**src/rtl/load_store_unit.sv**
```systemverilog
// MEM-stage load/store unit: lane select, load extension and read-modify-write for sub-word stores.
// Optional misaligned-access trap is enabled by defining MISALIGN_TRAP_EN.
module load_store_unit #(
    parameter int WORD_ADDR_W = 16
) (
    input  logic        sys_clk_i,
    input  logic        rst_i,
    input  logic        req_valid_i,
    output logic        req_ready_o,
    input  logic        req_we_i,
    input  logic [1:0]  req_size_i,
    input  logic        req_unsigned_i,
    input  logic [31:0] req_addr_i,
    input  logic [31:0] req_wdata_i,
    output logic        rsp_valid_o,
    output logic [31:0] rsp_rdata_o,
    output logic        misalign_o,
    output logic        dm_wr_en_o,
    output logic [31:0] dm_addr_o,
    output logic [31:0] dm_wdata_o,
    output logic        dm_rd_en_o,
    input  logic [31:0] dm_rdata_i
);

    typedef enum logic [2:0] {
        S_IDLE,
        S_READ,
        S_WAIT,
        S_MERGE_WR,
        S_RESP
    } state_e;

    state_e                 state_q, state_d;
    logic [WORD_ADDR_W+1:0] addr_q, addr_d;
    logic                   we_q, we_d;
    logic [1:0]             size_q, size_d;
    logic                   unsigned_q, unsigned_d;
    logic [31:0]            wdata_q, wdata_d;
    logic [31:0]            rdata_q, rdata_d;
    logic [31:0]            rsp_rdata_q, rsp_rdata_d;
    logic                   misalign_req;
    logic                   unused_addr_bits;

    assign unused_addr_bits = ^req_addr_i[31:WORD_ADDR_W+2];

`ifdef MISALIGN_TRAP_EN
    logic misalign_q, misalign_d;
    assign misalign_req = (req_size_i == 2'b01 && req_addr_i[0]) ||
                          (req_size_i[1] && req_addr_i[1:0] != 2'b00);
`else
    assign misalign_req = 1'b0;
`endif

    function automatic logic [31:0] load_extend(input logic [31:0] word, input logic [1:0] size,
                                                input logic [1:0] lo, input logic is_unsigned);
        logic [7:0]  b;
        logic [15:0] h;
        b = word[{lo, 3'b000} +: 8];
        h = lo[1] ? word[31:16] : word[15:0];
        case (size)
            2'b00:   return {{24{~is_unsigned & b[7]}}, b};
            2'b01:   return {{16{~is_unsigned & h[15]}}, h};
            default: return word;
        endcase
    endfunction

    // Only the addressed lane takes the new data; the rest comes from the read-back word.
    function automatic logic [31:0] store_merge(input logic [31:0] old_word, input logic [31:0] wdata,
                                                input logic [1:0] size, input logic [1:0] lo);
        logic [31:0] r;
        r = old_word;
        case (size)
            2'b00:   r[{lo, 3'b000} +: 8] = wdata[7:0];
            2'b01:   if (lo[1]) r[31:16] = wdata[15:0]; else r[15:0] = wdata[15:0];
            default: r = wdata;
        endcase
        return r;
    endfunction

    // NOTE: sequential state uses non-blocking assignments only; all next values come from always_comb.
    always_ff @(posedge sys_clk_i or posedge rst_i) begin
        if (rst_i) begin
            state_q     <= S_IDLE;
            addr_q      <= '0;
            we_q        <= 1'b0;
            size_q      <= 2'b00;
            unsigned_q  <= 1'b0;
            wdata_q     <= '0;
            rdata_q     <= '0;
            rsp_rdata_q <= '0;
`ifdef MISALIGN_TRAP_EN
            misalign_q  <= 1'b0;
`endif
        end else begin
            state_q     <= state_d;
            addr_q      <= addr_d;
            we_q        <= we_d;
            size_q      <= size_d;
            unsigned_q  <= unsigned_d;
            wdata_q     <= wdata_d;
            rdata_q     <= rdata_d;
            rsp_rdata_q <= rsp_rdata_d;
`ifdef MISALIGN_TRAP_EN
            misalign_q  <= misalign_d;
`endif
        end
    end

    always_comb begin
        state_d     = state_q;
        addr_d      = addr_q;
        we_d        = we_q;
        size_d      = size_q;
        unsigned_d  = unsigned_q;
        wdata_d     = wdata_q;
        rdata_d     = rdata_q;
        rsp_rdata_d = rsp_rdata_q;
`ifdef MISALIGN_TRAP_EN
        misalign_d  = misalign_q;
`endif
        case (state_q)
            S_IDLE: begin
                if (req_valid_i) begin
                    addr_d     = req_addr_i[WORD_ADDR_W+1:0];
                    we_d       = req_we_i;
                    size_d     = req_size_i;
                    unsigned_d = req_unsigned_i;
                    wdata_d    = req_wdata_i;
`ifdef MISALIGN_TRAP_EN
                    misalign_d = misalign_req;
`endif
                    if (misalign_req) begin
                        rsp_rdata_d = '0;
                        state_d     = S_RESP;
                    end else if (req_we_i && req_size_i[1]) begin
                        state_d = S_MERGE_WR;
                    end else begin
                        state_d = S_READ;
                    end
                end
            end
            S_READ: state_d = S_WAIT;
            S_WAIT: begin
                rdata_d = dm_rdata_i;
                if (we_q) begin
                    state_d = S_MERGE_WR;
                end else begin
                    rsp_rdata_d = load_extend(dm_rdata_i, size_q, addr_q[1:0], unsigned_q);
                    state_d     = S_RESP;
                end
            end
            S_MERGE_WR: state_d = S_IDLE;
            S_RESP:     state_d = S_IDLE;
            default:    state_d = S_IDLE;
        endcase
    end

    always_comb begin
        req_ready_o = (state_q == S_IDLE);
        dm_rd_en_o  = (state_q == S_READ);
        dm_wr_en_o  = (state_q == S_MERGE_WR);
        rsp_valid_o = (state_q == S_MERGE_WR) || (state_q == S_RESP);
        dm_addr_o   = '0;
        dm_wdata_o  = '0;
        if (state_q == S_READ || state_q == S_MERGE_WR) begin
            dm_addr_o = {{(32 - WORD_ADDR_W){1'b0}}, addr_q[WORD_ADDR_W+1:2]};
        end
        if (state_q == S_MERGE_WR) begin
            dm_wdata_o = store_merge(rdata_q, wdata_q, size_q, addr_q[1:0]);
        end
        // Store responses carry no data; the load result register is left untouched.
        rsp_rdata_o = (state_q == S_MERGE_WR) ? '0 : rsp_rdata_q;
`ifdef MISALIGN_TRAP_EN
        misalign_o  = (state_q == S_RESP) && misalign_q;
`else
        misalign_o  = 1'b0;
`endif
    end

endmodule

```
**config.mk**
```make
export PLATFORM = sky130hd
export DESIGN_NAME = load_store_unit
export DESIGN_NICKNAME = d
export VERILOG_FILES = /design/src/rtl/load_store_unit.sv
export SDC_FILE = /design/constraint.sdc
export NUM_CORES = 1
export LEC_CHECK = 0
export CORE_UTILIZATION = 40
export DETAILED_ROUTE_END_ITERATION = 10
export HOLD_SLACK_MARGIN = 0.1
export PLACE_DENSITY_LB_ADDON = 0.2
export REMOVE_ABC_BUFFERS = 1
export SLEW_MARGIN = 15
export SYNTH_ARGS = -nofsm -noshare
export SYNTH_HDL_FRONTEND = slang
export SYNTH_SLANG_ARGS = --single-unit
```
**constraint.sdc**
```tcl
create_clock -name sys_clk_i -period 4.81 [get_ports sys_clk_i]
set_input_delay 0.962 -clock sys_clk_i [delete_from_list [all_inputs] [get_ports sys_clk_i]]
set_output_delay 0.962 -clock sys_clk_i [all_outputs]
set_load 0.005 [all_outputs]
```
=== Yosys cells after proc, flatten, opt, wreduce, memory -nomap -nowiden ===
Cells that the tools add are included.

* Bits in registers: 121
* Output and inout bits: 101

* $add $sub $neg: 1
* Eq/ne operators: 6
* Shift-type cells: 3
* Mux-type cells: 13
* Bitwise gates (word level): 4
* Reductions and logical operators: 7

{| class="wikitable"
|+ Operators by type and width
! operator !! number
|-
| one-hot mux 32 bit (2 select lines) || 2
|-
| 2-to-1 mux 16 bit || 4
|-
| 2-to-1 mux 32 bit || 2
|-
| bitwise mux 32 bit || 1
|-
| variable shift 8 x 7 -> 32 bit (first input constant) || 1
|-
| indexed part select 32 x 6 -> 8 bit || 1
|-
| indexed part select 8 x 7 -> 32 bit || 1
|-
| one-hot mux 3 bit (3 select lines) || 1
|-
| negator 5 -> 7 bit || 1
|-
| equality test 3 x 2 -> 1 bit (second input constant) || 2
|-
| 2-to-1 mux 3 bit || 2
|-
| AND reduction 2 bit || 2
|-
| equality test 3 x 1 -> 1 bit (second input constant) || 1
|-
| equality test 3 bit (second input constant) || 1
|-
| logical NOT 3 bit || 1
|-
| AND 1 bit || 2
|-
| equality test 2 x 1 -> 1 bit (second input constant) || 1
|-
| logical NOT 2 bit || 1
|-
| logical OR 1 bit || 2
|-
| 2-to-1 mux 2 bit || 1
|-
| != test 2 bit (second input constant) || 1
|-
| inverter 1 bit || 2
|-
| logical AND 1 bit || 1
|}

=== Depth between registers and ports, before layout ===
* Depth after elaboration: 5
* Gate-level depth with buffers: 8
* Mapped depth without buffers: 6

=== Least setup slack after synthesis ===
No wires, ideal clock.

* Path kind: reg2out
* Start: register addr_q[0]
* End: output port dm_wdata_o[16]
* Data arrival time: 1.996 ns
* Data required time: 3.848 ns
* Slack: 1.852 ns
* Cell stages (with the launch flop): 8
* Cell sequence: dfrtp_1 -> buf_2 -> inv_1 -> ha_1 -> nor2b_1 -> nor4b_2 -> a221oi_1 -> nor3_1

* Longest elaborated chain between the ends: 5
* Elaborated cells on any way between the ends: 6
* Classes of those cells: add/sub (1); shift (2); mux (3)

{| class="wikitable"
|+ RTL lines
! item !! RTL line !! source
|-
| start, declared || 34 || <nowiki>logic [WORD_ADDR_W+1:0] addr_q, addr_d;</nowiki>
|-
| start signal, assigned || 96 || <nowiki>addr_q <= addr_d;</nowiki>
|-
| negator 5 -> 7 bit * || 73 || <nowiki>2'b00: r[{lo, 3'b000} +: 8] = wdata[7:0];</nowiki>
|-
| indexed part select 8 x 7 -> 32 bit or variable shift 8 x 7 -> 32 bit (tied branches) || 73 ||
|-
| bitwise mux 32 bit * || 73 ||
|-
| one-hot mux 32 bit (2 select lines) * || 72 || <nowiki>case (size)</nowiki>
|-
| 2-to-1 mux 32 bit * || 168 || <nowiki>if (state_q == S_MERGE_WR) begin</nowiki>
|-
| end, declared || 20 || <nowiki>output logic [31:0] dm_wdata_o,</nowiki>
|}

Mark *: on every way between the ends. The rest lies on a longest branch, timed or not.

=== Final worst setup path ===
* Start: register addr_q[0]
* End: output port dm_wdata_o[18]

Same word-level chain as after synthesis.

==> metrics <==
worst hold-check path type flip-flop to flip-flop; Leakage ~3.7 nW; WL/cell roughly 19 microns; fmax 234 MHz; clk slew on worst S/H paths 0.06 ns; top cells by area, synth dfrtp_1, mux2_2, and2_1; Buf+Inv Stages, Crit Path 3; Synth Area per Inst between 10 and 15 sq um; Ant. Diodes 0; Sw Share a little over a third; Clk pwr share around 22%; placed instance area 8380 sq um; Global Route Usage Sum 23.1%; R2R depth 6; chip width 130 microns; via/cell ratio 5.41; setup_tns 0 ns; Final Skew roughly 0.0042 ns; DRT Pass-1 Iters 5; Core Area roughly 16000 sq um; number of setup buffers added after CTS 0; most frequent cell after synthesis dfrtp_1; Setup CP Type flip-flop to output pin; CP Data Required Time 3.85 ns; Ys Warns 0; Final setup viols 0; vias in the first global route 5374; Sink Count 121; H-tree levels 4; fraction of layout cells with a size suffix above 1 18.3%; Worst Hold Depth 2; most common flop cell mapped by yosys dfrtp_1; crit path max-delay cell type dfrtp_1; cts hold-fix bufs 0; Synth top cells by count dfrtp_1, mux2_2, nand2_1; Root Buffer clkbuf_16; PwrDens 689 nW/um^2; number of CTS-inserted buffers 17; final hold violations 0; starting density of the core approximately two fifths; grt ovf 0; critical path, cell by cell inv_1, ha_1, nor2b_1, nor4b_2, buf_4, a221oi_1, nor3_1, clkdlybuf4s50_1; Yosys reg bits 121; status complete, no violations; via count 5487; Final min period 4.28 ns; initial antenna violation count 0; Routed WL between 15 and 20 mm; part of the power in registers 32.4%; first-pass GRT wire length 29.1 mm; Die H 130 microns; post-synth top area share 46.0%; share of the yosys chip area belonging to registers 46.0%; CTS max path bufs 2; largest net degree at the start of global routing 86; Residual DRC 0; CP Max Fanout 11; Cell variety after synth 44; post-detailed-route count of antenna-violating nets 0; Arr. time, crit path 3.32 ns; Layout area overhead 36.9%; Post-CTS Resized 0; final worst path period share 88.9%; Die Area roughly 17000 sq um; Initial DRC Count 370; area leader, netlist dfrtp_1; IO buf count approximately 170; worst skew pair latency 0.41 ns; Total Power 6.22 mW; CTS tree done; combinational share of power 45.6%; sw power 2.26 mW; critical path depth 8; maximum VDD drop approximately 0.34 mV; Least-Margin Pin Slew roughly 1.0 ns; Max stage delay on crit path 0.63 ns; synthesized area 6590 sq um; Startpoint Class flip-flop; Mapped Cells roughly 630; worst rel slew slack between 30% and 40%; final slew viol count 0; async set or reset register ratio after synthesis between 90% and 100%; RSZ-0062 raised after global routing no; EDFF count, synth 0; IO Count a little over 200; # rows 46; maxcap violations 0; CP delay by family, top buffers and inverters; Power Internal 3.95 mW; final-stage net count 893; HPWL after DPL 13.7 mm; gpl congestion around 0.88; Setup crit end kind output pin; Design Area, Final 9010 sq um
-- registers in the layout, summed over array words and instances (netlist names) --
name         count
unsigned_q       1
size_q           2
rdata_q         32
addr_q          18
wdata_q         32
rsp_rdata_q     32
state_q          3
we_q             1
-- cell families after synthesis --
group | count (synthesis) | share of synthesized area, %
AO/OA/AOI/OAI | 101 | 11.5
buffers and inverters | 72 | 6.25
adder cells (fa/ha/maj) | 5 | 0.950
flip-flops | 121 | 46.0
multiplexers | 107 | 18.2
AND/OR/NAND/NOR | 219 | 17.1
other | 1 | 0.0569
-- final timing paths --
path / from / to / slack [ns]
max in group asynchronous: rst_i / rsp_rdata_q[4] / 2.75
max: addr_q[0] / dm_wdata_o[18] / 0.53
min in group asynchronous: rst_i / wdata_q[13] / 1.17
min reg2reg: rsp_rdata_q[16] / rsp_rdata_q[16] / 0.48
min: rsp_rdata_q[16] / rsp_rdata_q[16] / 0.48
max reg2reg: state_q[1] / rsp_rdata_q[4] / 2.43
-- worst reg2reg max path, delay by kind of cell, from the launching register on --
kind | cells | cell delay, ns
flops | 1 | 0.44
compound gates | 1 | 0.21
buf+inv | 2 | 0.79
simple gates | 3 | 0.88
-- power by group through the flow --
stage | sequential [mW] | clock (mW) | combinational, mW
final | 2.02 | 1.36 | 2.84
after global routing | 2.09 | 1.43 | 3.09
after CTS | 2.01 | 1.38 | 2.85
after detailed placement | 2.01 | 0 | 2.83
after global placement | 1.99 | 0 | 2.76
after floorplan | 1.87 | 0 | 1.76
-- routing by layer --
metal | vias up | wire (microns) | GRT usage, %
met5 | - | 0 | 0
met2 | 255 | 9070 | 36.3
met4 | 0 | 455 | 9.85
met1 | 2644 | 8160 | 30.8
li1 | 2557 | - | -
met3 | 31 | 1200 | 4.80
-- placed cells by master, fill, tap and decap left out, types with 14 or more instances in the layout --
cell type	n
o21ai_0	26
mux2_2	88
nand3_1	41
nor3_1	25
clkbuf_16	17
buf_4	14
conb_1	17
nor2_1	16
and2_1	48
mux2i_1	16
nand2_1	66
dfrtp_1	121
a221oi_1	23
clkdlybuf4s50_1	172
-- stage by stage --
stage / utilization [%] / hold WS, ns / setup slack [ns] / cells
detailed placement: 52.4 / 0.475 / 0.975 / 982
global placement: 52.4 / 0.466 / 1.08 / 982
global route: 56.3 / 0.501 / 0.274 / 1014
floorplan: - / 0.456 / 0.634 / 580
CTS: 56.3 / 0.489 / 0.525 / 1014
finish: 56.3 / 0.480 / 0.532 / 1014
-- final cells by class --
class	instances	area, sq um
clock buffer	18	439
fill	1379	6990
timing repair buffer	186	1830
inverter	10	45.0
tap	216	270
sequential	121	3030
clock inverter	14	196
multi-input combinational	449	3210
Power figures use the tool's default switching activity.
